<file path="config.mk">
export PLATFORM = sky130hd
export DESIGN_NAME = fsk_tone_detector
export DESIGN_NICKNAME = d
export VERILOG_FILES = /design/src/rtl/fsk_tone_detector.sv
export SDC_FILE = /design/constraint.sdc
export NUM_CORES = 1
export LEC_CHECK = 0
export ABC_AREA = 1
export BUFFER_PORTS_ARGS = -buffer_cell sky130_fd_sc_hd__buf_2
export CORE_MARGIN = 4
export CORE_UTILIZATION = 52
export CTS_CLUSTER_SIZE = 10
export DETAILED_ROUTE_END_ITERATION = 10
export MAX_ROUTING_LAYER = met4
export PLACE_DENSITY = 0.74
export SLEW_MARGIN = 20
export SYNTH_ARGS = -nofsm -noshare
export SYNTH_HDL_FRONTEND = slang
export SYNTH_SLANG_ARGS = --single-unit
</file>
<file path="constraint.sdc">
create_clock -name clk -period 1.6 [get_ports clk]
set_input_delay 0.32 -clock clk [delete_from_list [all_inputs] [get_ports clk]]
set_output_delay 0.32 -clock clk [all_outputs]
set_load 0.05 [all_outputs]
</file>
<file path="src/rtl/fsk_tone_detector.sv">
// rtl/fsk_tone_detector.sv - FSK receive demodulator: edge timing, tone classification, run-filter lock
//
// Synchronises the comparator square wave, measures the time between
// consecutive edges (either polarity), classifies each half-period as the
// high tone (bit 1) or the low tone (bit 0), and debounces the result with a
// majority-run filter feeding a SEARCH/LOCK state machine.
//
// Ports:
//   clk          in   system clock
//   rst          in   synchronous active-low reset
//   sig_in       in   comparator output, asynchronous to clk
//   bit_out      out  current demodulated bit (holds its value when lock drops)
//   carrier      out  high while in LOCK
//   bit_stb      out  one-cycle pulse when bit_out is loaded (lock or bit change)
//   half_period  out  last measured half-period in clk cycles

module fsk_tone_detector #(
  parameter int CNT_W    = 8,
  parameter int THRESH   = 91,
  parameter int MIN_HALF = 70,
  parameter int MAX_HALF = 110,
  parameter int VOTE_N   = 8,
  parameter int ERR_MAX  = 2
) (
  input  logic             clk,
  input  logic             rst,
  input  logic             sig_in,
  output logic             bit_out,
  output logic             carrier,
  output logic             bit_stb,
  output logic [CNT_W-1:0] half_period
);

  localparam int RUN_W = $clog2(VOTE_N + 1);
  localparam int ERR_W = $clog2(ERR_MAX + 1);

  localparam logic [CNT_W-1:0] CNT_SAT = '1;
  localparam logic [CNT_W-1:0] CNT_ONE = CNT_W'(1);
  localparam logic [CNT_W-1:0] THR_M   = CNT_W'(THRESH);
  localparam logic [CNT_W-1:0] MIN_M   = CNT_W'(MIN_HALF);
  localparam logic [CNT_W-1:0] MAX_M   = CNT_W'(MAX_HALF);
  localparam logic [RUN_W-1:0] RUN_ONE = RUN_W'(1);
  localparam logic [RUN_W-1:0] VOTE_R  = RUN_W'(VOTE_N);
  localparam logic [ERR_W-1:0] ERR_ONE = ERR_W'(1);
  localparam logic [ERR_W-1:0] ERR_R   = ERR_W'(ERR_MAX);

  typedef enum logic {
    SEARCH = 1'b0,
    LOCK   = 1'b1
  } state_t;

  logic             s1_q, s2_q, s3_q;
  logic [CNT_W-1:0] cnt_q, cnt_d;
  logic [CNT_W-1:0] half_period_q, half_period_d;
  logic             run_sym_q, run_sym_d;
  logic [RUN_W-1:0] run_cnt_q, run_cnt_d;
  logic [ERR_W-1:0] err_cnt_q, err_cnt_d;
  logic [ERR_W-1:0] err_next;
  logic             bit_out_q, bit_out_d;
  logic             bit_stb_q, bit_stb_d;
  state_t           state_q, state_d;

  logic             edge_det;
  logic [CNT_W-1:0] m;
  logic             valid;
  logic             sym;
  logic             run_done;

  // Measurement, classification and run filter.
  always_comb begin
    edge_det      = s2_q ^ s3_q;
    m             = cnt_q;
    valid         = (m >= MIN_M) && (m <= MAX_M);
    sym           = (m <= THR_M);

    cnt_d         = cnt_q;
    half_period_d = half_period_q;
    run_sym_d     = run_sym_q;
    run_cnt_d     = run_cnt_q;

    if (edge_det) begin
      cnt_d = CNT_ONE;
    end else if (cnt_q != CNT_SAT) begin
      cnt_d = cnt_q + CNT_ONE;
    end

    if (edge_det) begin
      half_period_d = m;
      if (valid) begin
        if (sym == run_sym_q) begin
          if (run_cnt_q != VOTE_R) begin
            run_cnt_d = run_cnt_q + RUN_ONE;
          end
        end else begin
          run_sym_d = sym;
          run_cnt_d = RUN_ONE;
        end
      end else begin
        run_cnt_d = '0;
      end
    end

    // "Becomes VOTE_N": the run just reached the vote count, as opposed to
    // an already-saturated run absorbing one more agreeing measurement.
    // The second term only matters when VOTE_N is 1 and the symbol flips.
    run_done = edge_det && valid && (run_cnt_d == VOTE_R) &&
               ((run_cnt_q != VOTE_R) || (sym != run_sym_q));
  end

  // Lock state machine.
  always_comb begin
    state_d   = state_q;
    bit_out_d = bit_out_q;
    bit_stb_d = 1'b0;
    err_cnt_d = err_cnt_q;
    err_next  = err_cnt_q + ERR_ONE;

    unique case (state_q)
      SEARCH: begin
        if (run_done) begin
          state_d   = LOCK;
          bit_out_d = run_sym_d;
          bit_stb_d = 1'b1;
          err_cnt_d = '0;
        end
      end

      LOCK: begin
        if (edge_det) begin
          // An edge always wins over the timeout in the same cycle.
          if (valid) begin
            err_cnt_d = '0;
            if (run_done && (run_sym_d != bit_out_q)) begin
              bit_out_d = run_sym_d;
              bit_stb_d = 1'b1;
            end
          end else begin
            err_cnt_d = err_next;
            if (err_next == ERR_R) begin
              state_d = SEARCH;
            end
          end
        end else if (cnt_q >= MAX_M) begin
          // Decided one cycle early so that carrier is already low in the
          // cycle where cnt first reads MAX_HALF+1.
          state_d = SEARCH;
        end
      end

      default: state_d = SEARCH;
    endcase
  end

  // The timeout also clears the run filter; it only fires without an edge,
  // so it never conflicts with the run update above.
  logic [RUN_W-1:0] run_cnt_final;
  always_comb begin
    run_cnt_final = run_cnt_d;
    if ((state_q == LOCK) && !edge_det && (cnt_q >= MAX_M)) begin
      run_cnt_final = '0;
    end
  end

  always_ff @(posedge clk) begin
    if (!rst) begin
      s1_q          <= 1'b0;
      s2_q          <= 1'b0;
      s3_q          <= 1'b0;
      cnt_q         <= CNT_SAT;
      half_period_q <= '0;
      run_sym_q     <= 1'b0;
      run_cnt_q     <= '0;
      err_cnt_q     <= '0;
      bit_out_q     <= 1'b0;
      bit_stb_q     <= 1'b0;
      state_q       <= SEARCH;
    end else begin
      s1_q          <= sig_in;
      s2_q          <= s1_q;
      s3_q          <= s2_q;
      cnt_q         <= cnt_d;
      half_period_q <= half_period_d;
      run_sym_q     <= run_sym_d;
      run_cnt_q     <= run_cnt_final;
      err_cnt_q     <= err_cnt_d;
      bit_out_q     <= bit_out_d;
      bit_stb_q     <= bit_stb_d;
      state_q       <= state_d;
    end
  end

  assign bit_out     = bit_out_q;
  assign carrier     = (state_q == LOCK);
  assign bit_stb     = bit_stb_q;
  assign half_period = half_period_q;

endmodule

</file>
Word-level counts from Yosys, hierarchy flattened. Index checks and enable logic that the tools add are counted.

Bits in registers: 29. Output and inout bits: 11.

Add/subtract/negate cells: 3. $lt $le $gt $ge: 4. Equality and inequality tests: 11. Muxes and demuxes: 28. Bitwise operators: 3. Reduce and logical (&&, ||, !) cells: 14.

Operators with widths (number): 8-bit by 7-bit greater-or-equal comparator with 1-bit output, second input constant (2); 8-bit by 7-bit less-or-equal comparator with 1-bit output, second input constant (2); 4-bit 2-to-1 mux (4); 8-bit 2-to-1 mux (2); 1-bit 2-to-1 mux (15); 8-bit by 1-bit adder with 8-bit output, second input constant (1); 8-bit inequality test, second input constant (1); 1-bit logical AND (7); 2-bit 2-to-1 mux (3); 2-bit by 1-bit inequality test with 1-bit output, second input constant (3); 1-bit one-hot mux with 2 select lines (3); 4-bit by 1-bit adder with 4-bit output, second input constant (1); 4-bit == test, second input constant (1); 4-bit inequality test, second input constant (1); 2-bit one-hot mux with 2 select lines (1); 4-bit AND reduction (1); 2-bit OR reduction (2); 2-bit by 1-bit adder with 2-bit output, second input constant (1); 2-bit == test, second input constant (1); 1-bit inequality test (2); 2-bit inequality test, second input constant (1); 1-bit inverter (2); 2-bit AND reduction (1); 2-bit nonzero test (1); 4 further kinds (4).

Longest topological paths before layout.
Depth after elaboration: 13. Depth in mapped cells: 15.

Least setup slack after synthesis. Ideal clock, no wire load.

Kind: register to register. Start: reg cnt_q[1]. End: reg err_cnt_q[0]. Data arrival time: 1.640 ns. Required time: 1.485 ns. Slack: -0.155 ns. Stages on the path, launching flop included: 13. Cell sequence: dfxtp_1 > ha_1 > nand2_1 > nor2_1 > nand3_1 > nand2_1 > nand2_1 > nand2_2 > nand2_1 > a21oi_2 > nand4_2 > a21oi_1 > nor2_1.

Cells in the longest elaborated chain, start to end: 10. Elaborated cells between the ends (all ways): 19. Those cells by class: order compare: 3; eq/ne: 4; mux: 6; reduce/logical: 6.

RTL lines: from (decl) (line 53) `logic [CNT_W-1:0] cnt_q, cnt_d;`; from (signal assigned) (line 181) `cnt_q <= cnt_d;`; 8-bit by 7-bit less-or-equal comparator with 1-bit output (line 74) `sym = (m <= THR_M);`; 1-bit == test (line 90) `if (sym == run_sym_q) begin`; 4-bit 2-to-1 mux (line 90); 4-bit 2-to-1 mux (line 89) `if (valid) begin`; 4-bit 2-to-1 mux (line 87) `if (edge_det) begin`; 4-bit == test (line 106) `run_done = edge_det && valid && (run_cnt_d == VOTE_R) &&`; 1-bit logical AND (2 in a row) (line 106); 2-bit inequality test (no source line); 2-bit AND reduction (no source line); to (signal assigned) (line 185) `err_cnt_q <= err_cnt_d;`; to (decl) (line 57) `logic [ERR_W-1:0] err_cnt_q, err_cnt_d;`.

Parallel ways exist; a longest one is shown, timed or not. The select of a mux whose other input is x is not followed. A chain may end at the register's enable or synchronous reset.

Worst setup path after layout.
Start: reg cnt_q[0]. End: reg err_cnt_q[0].

The elaborated chain is that of the path after synthesis.

==> summary.md <==
| Metric | Value |
|---|---|
| Status | finished, violations left |
| Failing checks | negative setup slack |
| Site Rows | 19 |
| Max cap viols | 0 |
| Max FO, Critical Path | 5 |
| Final Cell Area | 0.002203 mm^2 |
| Top cells by count, synth | 40 x nand2_1, 36 x nor2_1, 29 x dfxtp_1 |
| RSZ-0062 raised after global routing | yes |
| Initial antenna violation count | 0 |
| CTS root buf | clkbuf_4 |
| Critical-path cell list | inv_2 > ha_1 > nand2_1 > nor2_1 > nand2_1 > nand3_2 > nand2_4 > nor2_8 > nand4_1 > nor2_2 > nand4_4 > a21oi_2 > nor2_1 |
| DP HPWL | 2584 um |
| Starting Density | 54.26% |
| Synth top area cells | dfxtp_1 39%, nand2_1 10%, nor2_1 9.0% |
| Worst-path clk slew | 100 ps |
| DRC viols | 0 |
| Worst path bufs/invs | 1 |
| Mapped Cells | 215 |
| Pwr/cell area | 1432 mW/mm^2 |
| TritonCTS clock tree | done |
| Die Y | 61.65 um |
| Hold WC Path Type | input pin to flop |
| Yosys warns | 0 |
| Hold_buf cts | 0 |
| First-pass GRT wire length | 6306 um |
| Cell Area, Placed | 0.001913 mm^2 |
| Most common cell in the netlist | nand2_1 |
| Detailed-router iteration count before antenna repair | 4 |
| CP Class | flop to flop |
| Worst-Margin Slew | 291.4 ps |
| Share of layout cells above drive strength 1 | 45.71% |
| Clock Tree Buf Depth | 2 |
| Post-synthesis net count | 223 |
| Core area | 0.002758 mm^2 |
| Leading area contributor after synthesis | dfxtp_1 |
| EDFF count, synth | 0 |
| Congestion Overflow GR | 0 |
| Largest net degree at the start of global routing | 17 |
| Synth top area share | 38.80% |
| Die W | 61.65 um |
| Top Family by Delay on Critical Path | simple AND/OR/NAND/NOR gates |
| Relative slew slack | 80.37% |
| Final wirelength | 3934 um |
| Clk sinks | 29 |
| Final setup viols | 10 |
| CP Depth | 13 |
| Area grow syn2layout | 47.24% |
| GPL Wtd Cong | 0.9362 |
| Vias in the first global route | 1413 |
| WHS Path Cells | 3 |
| Part of the Yosys area used for sequential elements | 38.80% |
| CP peak stage delay | 380 ps |
| Pleak | 1.103 nW |
| Mapped cell area | 0.001496 mm^2 |
| Ys async rst share | 0% |
| TritonCTS Buffers | 5 |
| Initial DRC count | 84 |
| Pins Over Slew Limit | 0 |
| PortBufs | 13 |
| Fin crit period | 1868 ps |
| Crit path DAT | 2100 ps |
| Final Hold Fails | 0 |
| Crit share post-route | 116.8% |
| Setup WS post-layout | -268.0 ps |
| Peak VDD IR | 0.001567 V |
| Synth Register Bits | 29 |
| Final Util | 79.90% |
| Clock latency on the worst-skew pair | 330 ps |
| Netlist cell types | 26 |
| Ys flop type | dfxtp_1 |
| DR WL/cell | 12.65 um |
| Worst r2r path cells | 13 |
| CP endpoint kind | flop |
| Ports | 14 |
| Final antenna-violating net count | 0 |
| Total GRT Usage | 23.50% |
| Fmax | 535.3 MHz |
| Vias per cell | 5.199 |
| Via Count | 1617 |
| Startpoint type of the worst setup path | flop |
| Ant diodes | 0 |
| H-tree levels | 2 |
| Mapped Avg Cell Area | 6.960 um^2 |
| Nets | 287 |
| CP max stage cell | dfxtp_4 |
| Critical Path RT | 1830 ps |
| Clock Skew | 10.11 ps |
| Die ar. | 0.003800 mm^2 |
layout by cell type, fill, tap and decap left out, drive strengths merged:
master,netlist,final
a211oi,7,7
a21oi,9,9
a31oi,3,3
a32oi,1,1
buf,1,62
clkbuf,4,7
clkinv,0,1
dfxtp,29,29
ha,5,5
inv,31,31
nand2,44,44
nand3,16,16
nand4,5,5
nor2,41,41
nor3,2,2
o21ai,12,12
o21bai,1,1
o311ai,1,1
or2,1,1
xor2,2,2
metrics by stage:
stage / hold WS [ps] / setup WS, ps / power [mW] / setup TNS, ps / instances
2_1_floorplan: 390.5 / -67.71 / 1.656 / -147.5 / 215
3_3_place_gp: 392.6 / -213.4 / 2.228 / -1010 / 294
3_5_place_dp: 404.9 / -250.2 / 2.235 / -1150 / 294
4_1_cts: 167.4 / -200.8 / 2.898 / -1153 / 307
5_1_grt: 214.1 / -400.5 / 3.362 / -2926 / 311
6_report: 174.6 / -268.0 / 3.155 / -1645 / 311
final cells by class:
class                           count  area (um^2)
Clock inverter                      1        5.005
Timing Repair Buffer               62        440.4
Tap cell                           31        38.79
Multi-Input combinational cell    150        937.1
Inverter                           31        121.4
Clock buffer                        7        65.06
Sequential cell                    29        595.6
Fill cell                         177        554.3
what timing repair did:
| action | CTS | global route |
|---|---|---|
| endpoints found under the setup margin | 13 | 15 |
| pin swaps | 16 | 20 |
| buffers inserted | 6 | 6 |
| resized for setup | 27 | 28 |
kinds of logic (layout without fill, tap and decap cells):
family | count (synthesis) | count (layout) | share of synthesized area (%)
buf+inv | 36 | 101 | 9.113
simple gates | 109 | 109 | 33.03
compound gates | 34 | 34 | 13.71
xor+xnor | 2 | 2 | 1.171
fa+ha+maj | 5 | 5 | 4.181
flops | 29 | 29 | 38.80
layer usage:
layer  GRT usage [%]  up-vias  wire length, um
li1                -      824                -
met1           29.27      748             1770
met2           36.17       37             1909
met3           6.289        8              174
met4           8.788        0               78
met5               -        -                0
path summary, 6_finish.rpt:
path / slack, ps / startpoint / end
max: -270 / cnt_q[0] / err_cnt_q[0]
min: 170 / sig_in / s1_q
max reg2reg: -270 / cnt_q[0] / err_cnt_q[0]
min reg2reg: 420 / s1_q / s2_q
power by group:
part	switching (mW)	internal (mW)	leakage, nW	total (mW)
combinational	0.873	0.769	0.826	1.64
clock	0.263	0.254	0.0413	0.517
sequential	0.139	0.857	0.236	0.996
sequential cells by signal, summed over array words and instances, names as in the netlist:
| name | cells |
|---|---|
| run_sym_q | 1 |
| bit_stb | 1 |
| cnt_q | 8 |
| s1_q | 1 |
| bit_out | 1 |
| carrier | 1 |
| half_period | 8 |
| err_cnt_q | 2 |
| run_cnt_q | 4 |
| s2_q | 1 |
| s3_q | 1 |
tightest hold or removal path, stage by stage:
cell and delay (ps):
buf_2 70, nand2_1 40, inv_1 40
Note: power is estimated with default switching activity, not from simulation.
